### config.mk
export PLATFORM = sky130hd
export DESIGN_NAME = mstage_lsu
export DESIGN_NICKNAME = d
export VERILOG_FILES = /design/src/rtl/mem_pkg.sv /design/src/rtl/load_extend.sv /design/src/rtl/mstage_lsu.sv
export SDC_FILE = /design/constraint.sdc
export NUM_CORES = 1
export LEC_CHECK = 0
export CAP_MARGIN = 20
export CORE_ASPECT_RATIO = 0.9
export CORE_MARGIN = 3
export CORE_UTILIZATION = 30
export DETAILED_ROUTE_END_ITERATION = 12
export GPL_TIMING_DRIVEN = 0
export PLACE_DENSITY = 0.66
export REMOVE_ABC_BUFFERS = 1
export SLEW_MARGIN = 20
export SYNTH_ARGS = -nofsm -noshare
export SYNTH_HDL_FRONTEND = slang
export SYNTH_SLANG_ARGS = --single-unit
### constraint.sdc
create_clock -name clk -period 3.1 [get_ports clk]
set_clock_uncertainty 0.15 [all_clocks]
set_input_delay 0.31 -clock clk [delete_from_list [all_inputs] [get_ports clk]]
set_output_delay 0.31 -clock clk [all_outputs]
set_load 0.01 [all_outputs]
### src/rtl/mem_pkg.sv
// ---------------------------------------------------------------------------
// mem_pkg
//   Shared definitions for the memory-stage load/store unit:
//     - lsu_state_e : control FSM states
//     - MRT_*       : load type codes carried on mrtype
//     - RESP_OKAY   : bus response code for a successful transfer
//     - is_misaligned() : alignment rule for loads
// ---------------------------------------------------------------------------
package mem_pkg;

  typedef enum logic [2:0] {
    IDLE    = 3'd0,
    RD_ADDR = 3'd1,
    RD_DATA = 3'd2,
    WR_REQ  = 3'd3,
    WR_RESP = 3'd4,
    DONE    = 3'd5
  } lsu_state_e;

  localparam logic [2:0] MRT_LB  = 3'd0;
  localparam logic [2:0] MRT_LH  = 3'd1;
  localparam logic [2:0] MRT_LW  = 3'd2;
  localparam logic [2:0] MRT_LBU = 3'd4;
  localparam logic [2:0] MRT_LHU = 3'd5;

  localparam logic [1:0] RESP_OKAY = 2'b00;

  // Byte loads are always aligned, halfword loads need an even address, and
  // word loads (including reserved codes, which behave as LW) need addr[1:0]==0.
  function automatic logic is_misaligned(input logic [2:0] mrtype,
                                         input logic [1:0] off);
    logic mis;
    case (mrtype)
      MRT_LB, MRT_LBU: mis = 1'b0;
      MRT_LH, MRT_LHU: mis = off[0];
      default:         mis = (off != 2'b00);
    endcase
    return mis;
  endfunction

endpackage

### src/rtl/load_extend.sv
// ---------------------------------------------------------------------------
// load_extend
//   Combinational lane select and sign/zero extension of a 32-bit bus word.
//   Ports:
//     word    : aligned word returned by the bus
//     addr_lo : byte offset within the word (addr[1:0])
//     mrtype  : load type (LB/LH/LW/LBU/LHU; reserved codes pass the word)
//     result  : extended load data
// ---------------------------------------------------------------------------
module load_extend
  import mem_pkg::*;
(
  input  logic [31:0] word,
  input  logic [1:0]  addr_lo,
  input  logic [2:0]  mrtype,
  output logic [31:0] result
);

  // Bring the addressed byte/halfword down to bit 0.
  logic [31:0] shifted;
  assign shifted = word >> {addr_lo, 3'b000};

  // NOTE: every always_comb output gets a default first so no path can leave
  // it unassigned and infer a latch.
  always_comb begin
    result = word;
    case (mrtype)
      MRT_LB:  result = {{24{shifted[7]}},  shifted[7:0]};
      MRT_LBU: result = {24'b0,             shifted[7:0]};
      MRT_LH:  result = {{16{shifted[15]}}, shifted[15:0]};
      MRT_LHU: result = {16'b0,             shifted[15:0]};
      default: result = word;
    endcase
  end

endmodule

### src/rtl/mstage_lsu.sv
// ---------------------------------------------------------------------------
// mstage_lsu
//   Memory-stage load/store unit. Accepts one instruction at a time from the
//   X->M register (s_valid/s_ready), performs at most one AXI4-Lite-style
//   read or write, and hands the extended load data to writeback
//   (m_valid/m_ready). Non-memory instructions and misaligned loads go
//   straight to DONE without touching the bus.
//   Ports:
//     clk, rst                   : clock, asynchronous active-low reset
//     s_valid/s_ready            : upstream handshake
//     mvalid, mwen, mwmask,
//     mrtype, addr, wdata_in     : instruction fields (captured on accept)
//     ar*/r*                     : read address / read data channels
//     aw*/w*/b*                  : write address / data / response channels
//     m_valid/m_ready            : writeback handshake
//     ldata, err                 : extended load data, bus or alignment error
// ---------------------------------------------------------------------------
module mstage_lsu
  import mem_pkg::*;
#(
  parameter int ADDR_W = 32,
  parameter int DATA_W = 32
) (
  input  logic              clk,
  input  logic              rst,

  input  logic              s_valid,
  output logic              s_ready,
  input  logic              mvalid,
  input  logic              mwen,
  input  logic [7:0]        mwmask,
  input  logic [2:0]        mrtype,
  input  logic [ADDR_W-1:0] addr,
  input  logic [DATA_W-1:0] wdata_in,

  output logic [ADDR_W-1:0] araddr,
  output logic              arvalid,
  input  logic              arready,
  input  logic [DATA_W-1:0] rdata,
  input  logic [1:0]        rresp,
  input  logic              rvalid,
  output logic              rready,

  output logic [ADDR_W-1:0] awaddr,
  output logic              awvalid,
  input  logic              awready,
  output logic [DATA_W-1:0] wdata,
  output logic [3:0]        wstrb,
  output logic              wvalid,
  input  logic              wready,
  input  logic [1:0]        bresp,
  input  logic              bvalid,
  output logic              bready,

  output logic              m_valid,
  input  logic              m_ready,
  output logic [31:0]       ldata,
  output logic              err
);

  lsu_state_e state, state_nxt;

  // Captured instruction fields.
  logic              mvalid_q;
  logic              mwen_q;
  logic [3:0]        mwmask_q;
  logic [2:0]        mrtype_q;
  logic [ADDR_W-1:0] addr_q;
  logic [DATA_W-1:0] wdata_q;

  // Per-channel completion of the write request.
  logic aw_done, w_done;

  logic [31:0] ldata_q;
  logic        err_q;
  logic [31:0] ext_data;

  logic accept;
  logic load_mis;

  // The upper half of the store mask belongs to a wider datapath; only the
  // low nibble addresses this 32-bit bus.
  logic unused_mwmask_hi;
  assign unused_mwmask_hi = ^mwmask[7:4];

  assign accept   = s_valid && s_ready;
  assign load_mis = !mwen && is_misaligned(mrtype, addr[1:0]);

  load_extend u_load_extend (
    .word    (rdata),
    .addr_lo (addr_q[1:0]),
    .mrtype  (mrtype_q),
    .result  (ext_data)
  );

  // --------------------------------------------------------------------------
  // State register
  // --------------------------------------------------------------------------
  // NOTE: sequential state uses non-blocking assignments so every flop
  // samples the pre-edge values of its inputs.
  always_ff @(posedge clk or negedge rst) begin
    if (!rst) state <= IDLE;
    else      state <= state_nxt;
  end

  // --------------------------------------------------------------------------
  // Next state and handshake outputs. All bus outputs depend only on state
  // and registered flags, never combinationally on a slave ready/valid.
  // --------------------------------------------------------------------------
  always_comb begin
    state_nxt = state;
    s_ready   = 1'b0;
    arvalid   = 1'b0;
    rready    = 1'b0;
    awvalid   = 1'b0;
    wvalid    = 1'b0;
    bready    = 1'b0;
    m_valid   = 1'b0;

    case (state)
      IDLE: begin
        s_ready = 1'b1;
        if (accept) begin
          if (!mvalid)      state_nxt = DONE;
          else if (load_mis) state_nxt = DONE;
          else if (!mwen)   state_nxt = RD_ADDR;
          else              state_nxt = WR_REQ;
        end
      end

      RD_ADDR: begin
        arvalid = 1'b1;
        if (arready) state_nxt = RD_DATA;
      end

      RD_DATA: begin
        rready = 1'b1;
        if (rvalid) state_nxt = DONE;
      end

      WR_REQ: begin
        awvalid = !aw_done;
        wvalid  = !w_done;
        // A channel counts as finished if it already was, or handshakes now;
        // this covers both channels completing in the same cycle.
        if ((aw_done || awready) && (w_done || wready)) state_nxt = WR_RESP;
      end

      WR_RESP: begin
        bready = 1'b1;
        if (bvalid) state_nxt = DONE;
      end

      DONE: begin
        m_valid = 1'b1;
        if (m_ready) state_nxt = IDLE;
      end

      default: state_nxt = IDLE;
    endcase
  end

  // --------------------------------------------------------------------------
  // Datapath registers
  // --------------------------------------------------------------------------
  // NOTE: every datapath flop is reset because its value is visible on an
  // output port (addresses, data, strobes, ldata, err) straight out of reset.
  always_ff @(posedge clk or negedge rst) begin
    if (!rst) begin
      mvalid_q <= 1'b0;
      mwen_q   <= 1'b0;
      mwmask_q <= '0;
      mrtype_q <= '0;
      addr_q   <= '0;
      wdata_q  <= '0;
      aw_done  <= 1'b0;
      w_done   <= 1'b0;
      ldata_q  <= '0;
      err_q    <= 1'b0;
    end else begin
      case (state)
        IDLE: begin
          if (accept) begin
            mvalid_q <= mvalid;
            mwen_q   <= mwen;
            mwmask_q <= mwmask[3:0];
            mrtype_q <= mrtype;
            addr_q   <= addr;
            wdata_q  <= wdata_in;
            aw_done  <= 1'b0;
            w_done   <= 1'b0;
            ldata_q  <= '0;
            // A misaligned load reports its error without any bus access.
            err_q    <= mvalid && load_mis;
          end
        end

        RD_DATA: begin
          // Data is captured even on an error response.
          if (rvalid && mvalid_q) begin
            ldata_q <= ext_data;
            err_q   <= (rresp != RESP_OKAY);
          end
        end

        WR_REQ: begin
          if (awvalid && awready) aw_done <= 1'b1;
          if (wvalid && wready)   w_done  <= 1'b1;
        end

        WR_RESP: begin
          if (bvalid) err_q <= (bresp != RESP_OKAY);
        end

        default: ;
      endcase
    end
  end

  // --------------------------------------------------------------------------
  // Bus address/data are word-aligned views of the captured fields.
  // --------------------------------------------------------------------------
  assign araddr = {addr_q[ADDR_W-1:2], 2'b00};
  assign awaddr = {addr_q[ADDR_W-1:2], 2'b00};
  assign wstrb  = mwmask_q << addr_q[1:0];
  assign wdata  = wdata_q << {addr_q[1:0], 3'b000};

  assign ldata  = ldata_q;
  assign err    = err_q;

  // Byte-lane logic assumes a 32-bit data bus; rdata feeds load_extend directly.
  logic unused_mwen_q;
  assign unused_mwen_q = mwen_q;

endmodule

==> results.json <==
{
  "synth_ff_type": "dfrtp_1",
  "dp_hpwl_um": 13180,
  "placement.io_buffers": 253,
  "cts_tree": "built",
  "synth.area.top_cells": "dfrtp_1, nand2_1, buf_4, mux2i_1, o21ai_0",
  "ioPinCount": 262,
  "worst_setup_path_start_kind": "flop",
  "synth-edff-count": 0,
  "maxCapViolations": 0,
  "grt_max_degree": 60,
  "initial_core_util_pct": 30.89,
  "die_height_um": 139.9,
  "period_needed_ns": 2.962,
  "wl_per_cell_um": 16.22,
  "clk_pin_slew_ns": 0.08,
  "cp.required_ns": 2.64,
  "drive_gt1_share_pct": 4.911,
  "worstPathArrival_ns": 2.50,
  "reg2reg_to": "ldata[14]",
  "hold_class": "in2async",
  "dp_slack_ns": 0.2481,
  "grt_pass1_vias": 5573,
  "setup_viol_count_final": 0,
  "reg2reg_depth": 4,
  "grt_use_total_pct": 16.87,
  "slew_headroom_pct": 43.89,
  "clock-sinks": 110,
  "finalMaxSlewViolations": 0,
  "syn_area_per_cell_um2": 8.319,
  "rr_startpoint": "state[1]",
  "nets": 1013,
  "clock_path_buffers": 2,
  "yosysTopAreaCell": "dfrtp_1",
  "syn_to_final_growth_pct": 45.37,
  "grt_pass1_wl_um": 29490,
  "p_clk_share_pct": 13.4,
  "antenna_found_initial": 1,
  "h-tree-depth": 3,
  "ys_ff_latch": 110,
  "p_switching_mw": 3.434,
  "power_frac_seq_pct": 32.5,
  "finalWirelength_um": 18580,
  "peakVddDrop_mv": 0.4498,
  "path_class": "reg2out",
  "hold_viol": 0,
  "synth.yosys.seq_area_share_pct": 46.08,
  "clk_latency_ns": 0.35,
  "core_um2": 19340,
  "vias": 5480,
  "die-area_um2": 21640,
  "tightest_slew_ns": 0.8416,
  "grt_overflow_total": 0,
  "yosys_warnings": 0,
  "final_common_cell": "clkdlybuf4s50_1",
  "crit_fanout": 34,
  "numCtsBuffers": 9,
  "ff2ff_setup_slack_ns": 0.29,
  "synth.top_cell.area_share_pct": 46.08,
  "combinationalPowerShare_pct": 54.2,
  "netlist_instances": 718,
  "rsz0062_at_grt": "no",
  "crit_chain": "buf_12, nor2b_4, buf_6, nand2_1, o21ai_0, clkdlybuf4s50_1",
  "vias_per_cell": 4.782,
  "gp_congestion": 0.7502,
  "syn_area_um2": 5973,
  "synthArstFlopShare_pct": 100.0,
  "drtIter0Drc": 280,
  "drc": 0,
  "p_per_area_nw_per_um2": 989.1,
  "p_sw_share_pct": 39.98,
  "fmax_mhz": 337.6,
  "worst_path_max_delay_cell": "dfrtp_4",
  "antenna_cells": 0,
  "internal_power_mw": 5.155,
  "min_period_over_period_pct": 95.54,
  "die_w_um": 154.7,
  "cp_slowest_stage_delay_ns": 0.64,
  "cts_root_buf": "clkbuf_16",
  "finish.utilization_pct": 44.90,
  "ys_types": 41,
  "power_leakage_nw": 3.849,
  "fp-row-count": 48,
  "cp-end-kind": "output pin",
  "first_pass_iters": 5,
  "antenna_left": 0,
  "setup_ws_ns": 0.1382,
  "mostFrequentLayoutCells": "clkdlybuf4s50_1, nand2_1, dfrtp_1",
  "status": "finished, final reports clean"
}
-- final cells by class --
| class | instances | area [um^2] |
|---|---|---|
| Multi-Input combinational cell | 495 | 2570 |
| Clock inverter | 5 | 42.54 |
| Tap cell | 250 | 312.8 |
| Timing Repair Buffer | 269 | 2733 |
| Clock buffer | 11 | 242.7 |
| Inverter | 6 | 22.52 |
| Sequential cell | 110 | 2760 |
| Fill cell | 1942 | 10660 |
-- critical path, delay by kind of cell (launching register included) --
kind | cells | cell delay, ns
simple gates | 2 | 0.36
buf+inv | 3 | 1.03
compound gates | 1 | 0.10
flops | 1 | 0.64
-- synth_stat cells (2+ instances only) --
cell,number
and2_1,16
nor2_1,36
a21oi_1,22
buf_6,2
o21ai_0,46
nor2b_1,13
o31a_1,2
o211ai_1,2
mux2_2,4
clkbuf_1,37
nand2_1,231
a22oi_1,24
buf_2,5
mux2i_1,27
nor3_1,4
dfrtp_1,110
nand2b_1,10
buf_4,64
buf_1,2
o31ai_1,8
nand3_1,18
nand3b_1,2
inv_1,6
a211oi_1,10
-- logic make-up after synthesis --
logic type / synth area share (%)
AND/OR/NAND/NOR: 23.84
other: 0.06278
buffers and inverters: 11.67
XOR/XNOR: 0.1467
AO/OA/AOI/OAI: 12.55
flip-flops: 46.08
multiplexers: 5.656
-- through the flow --
stage | hold WS (ns) | setup TNS, ns | instances | area (um^2) | total power, mW
6_report | 0.3180 | 0 | 1146 | 8683 | 8.589
5_1_grt | 0.3190 | 0 | 1146 | 8683 | 9.241
4_1_cts | 0.3020 | 0 | 1145 | 8663 | 8.675
3_5_place_dp | 0.1511 | 0 | 1128 | 8356 | 7.443
3_3_place_gp | 0.3009 | -747.53 | 1114 | 8155 | 7.324
2_1_floorplan | -0.1356 | -128.07 | 611 | 5310 | 4.724
-- registers in the layout, indices dropped and copies added (netlist names) --
name and count:
addr_q 32, aw_done 1, err 1, ldata 32, mrtype_q 3, mvalid_q 1
mwmask_q 4, state 3, w_done 1, wdata_q 32
-- power groups by stage --
| stage | clock network (mW) | registers [mW] | logic, mW |
|---|---|---|---|
| 2_1_floorplan | 0 | 2.95 | 1.78 |
| 3_3_place_gp | 0 | 2.88 | 4.44 |
| 3_5_place_dp | 0 | 2.84 | 4.60 |
| 4_1_cts | 1.20 | 2.84 | 4.63 |
| 5_1_grt | 1.24 | 2.91 | 5.09 |
| 6_report | 1.15 | 2.79 | 4.65 |
-- what timing repair did --
item                                    in CTS  in global routing
hold endpoints to repair                    51                  0
endpoints found under the setup margin      15                  5
setup buffers                                0                  1
hold buffers                                 1                  0
gates resized for setup                      3                  0
-- how the worst max path moves through the flow --
stage | start | to | slack, ns
3_5_place_dp | addr_q[1] | ldata[21] | 0.25
4_1_cts | addr_q[0] | wdata[21] | 0.11
2_1_floorplan | state[0] | addr_q[0] | -1.95
5_1_grt | addr_q[0] | wdata[23] | 0.02
3_3_place_gp | s_valid | addr_q[3] | -5.77
6_report | addr_q[0] | wdata[21] | 0.14
-- per-layer routing --
layer / global-route usage [%] / share of wire [%] / vias to the layer above
met5: 0 / 0 / -
met4: 3.206 / 0.86 / 0
met3: 4.851 / 7.7 / 14
met2: 28.17 / 46 / 212
met1: 22.00 / 45 / 2601
li1: - / - / 2653
No activity file was read; power rests on OpenSTA's default activity.
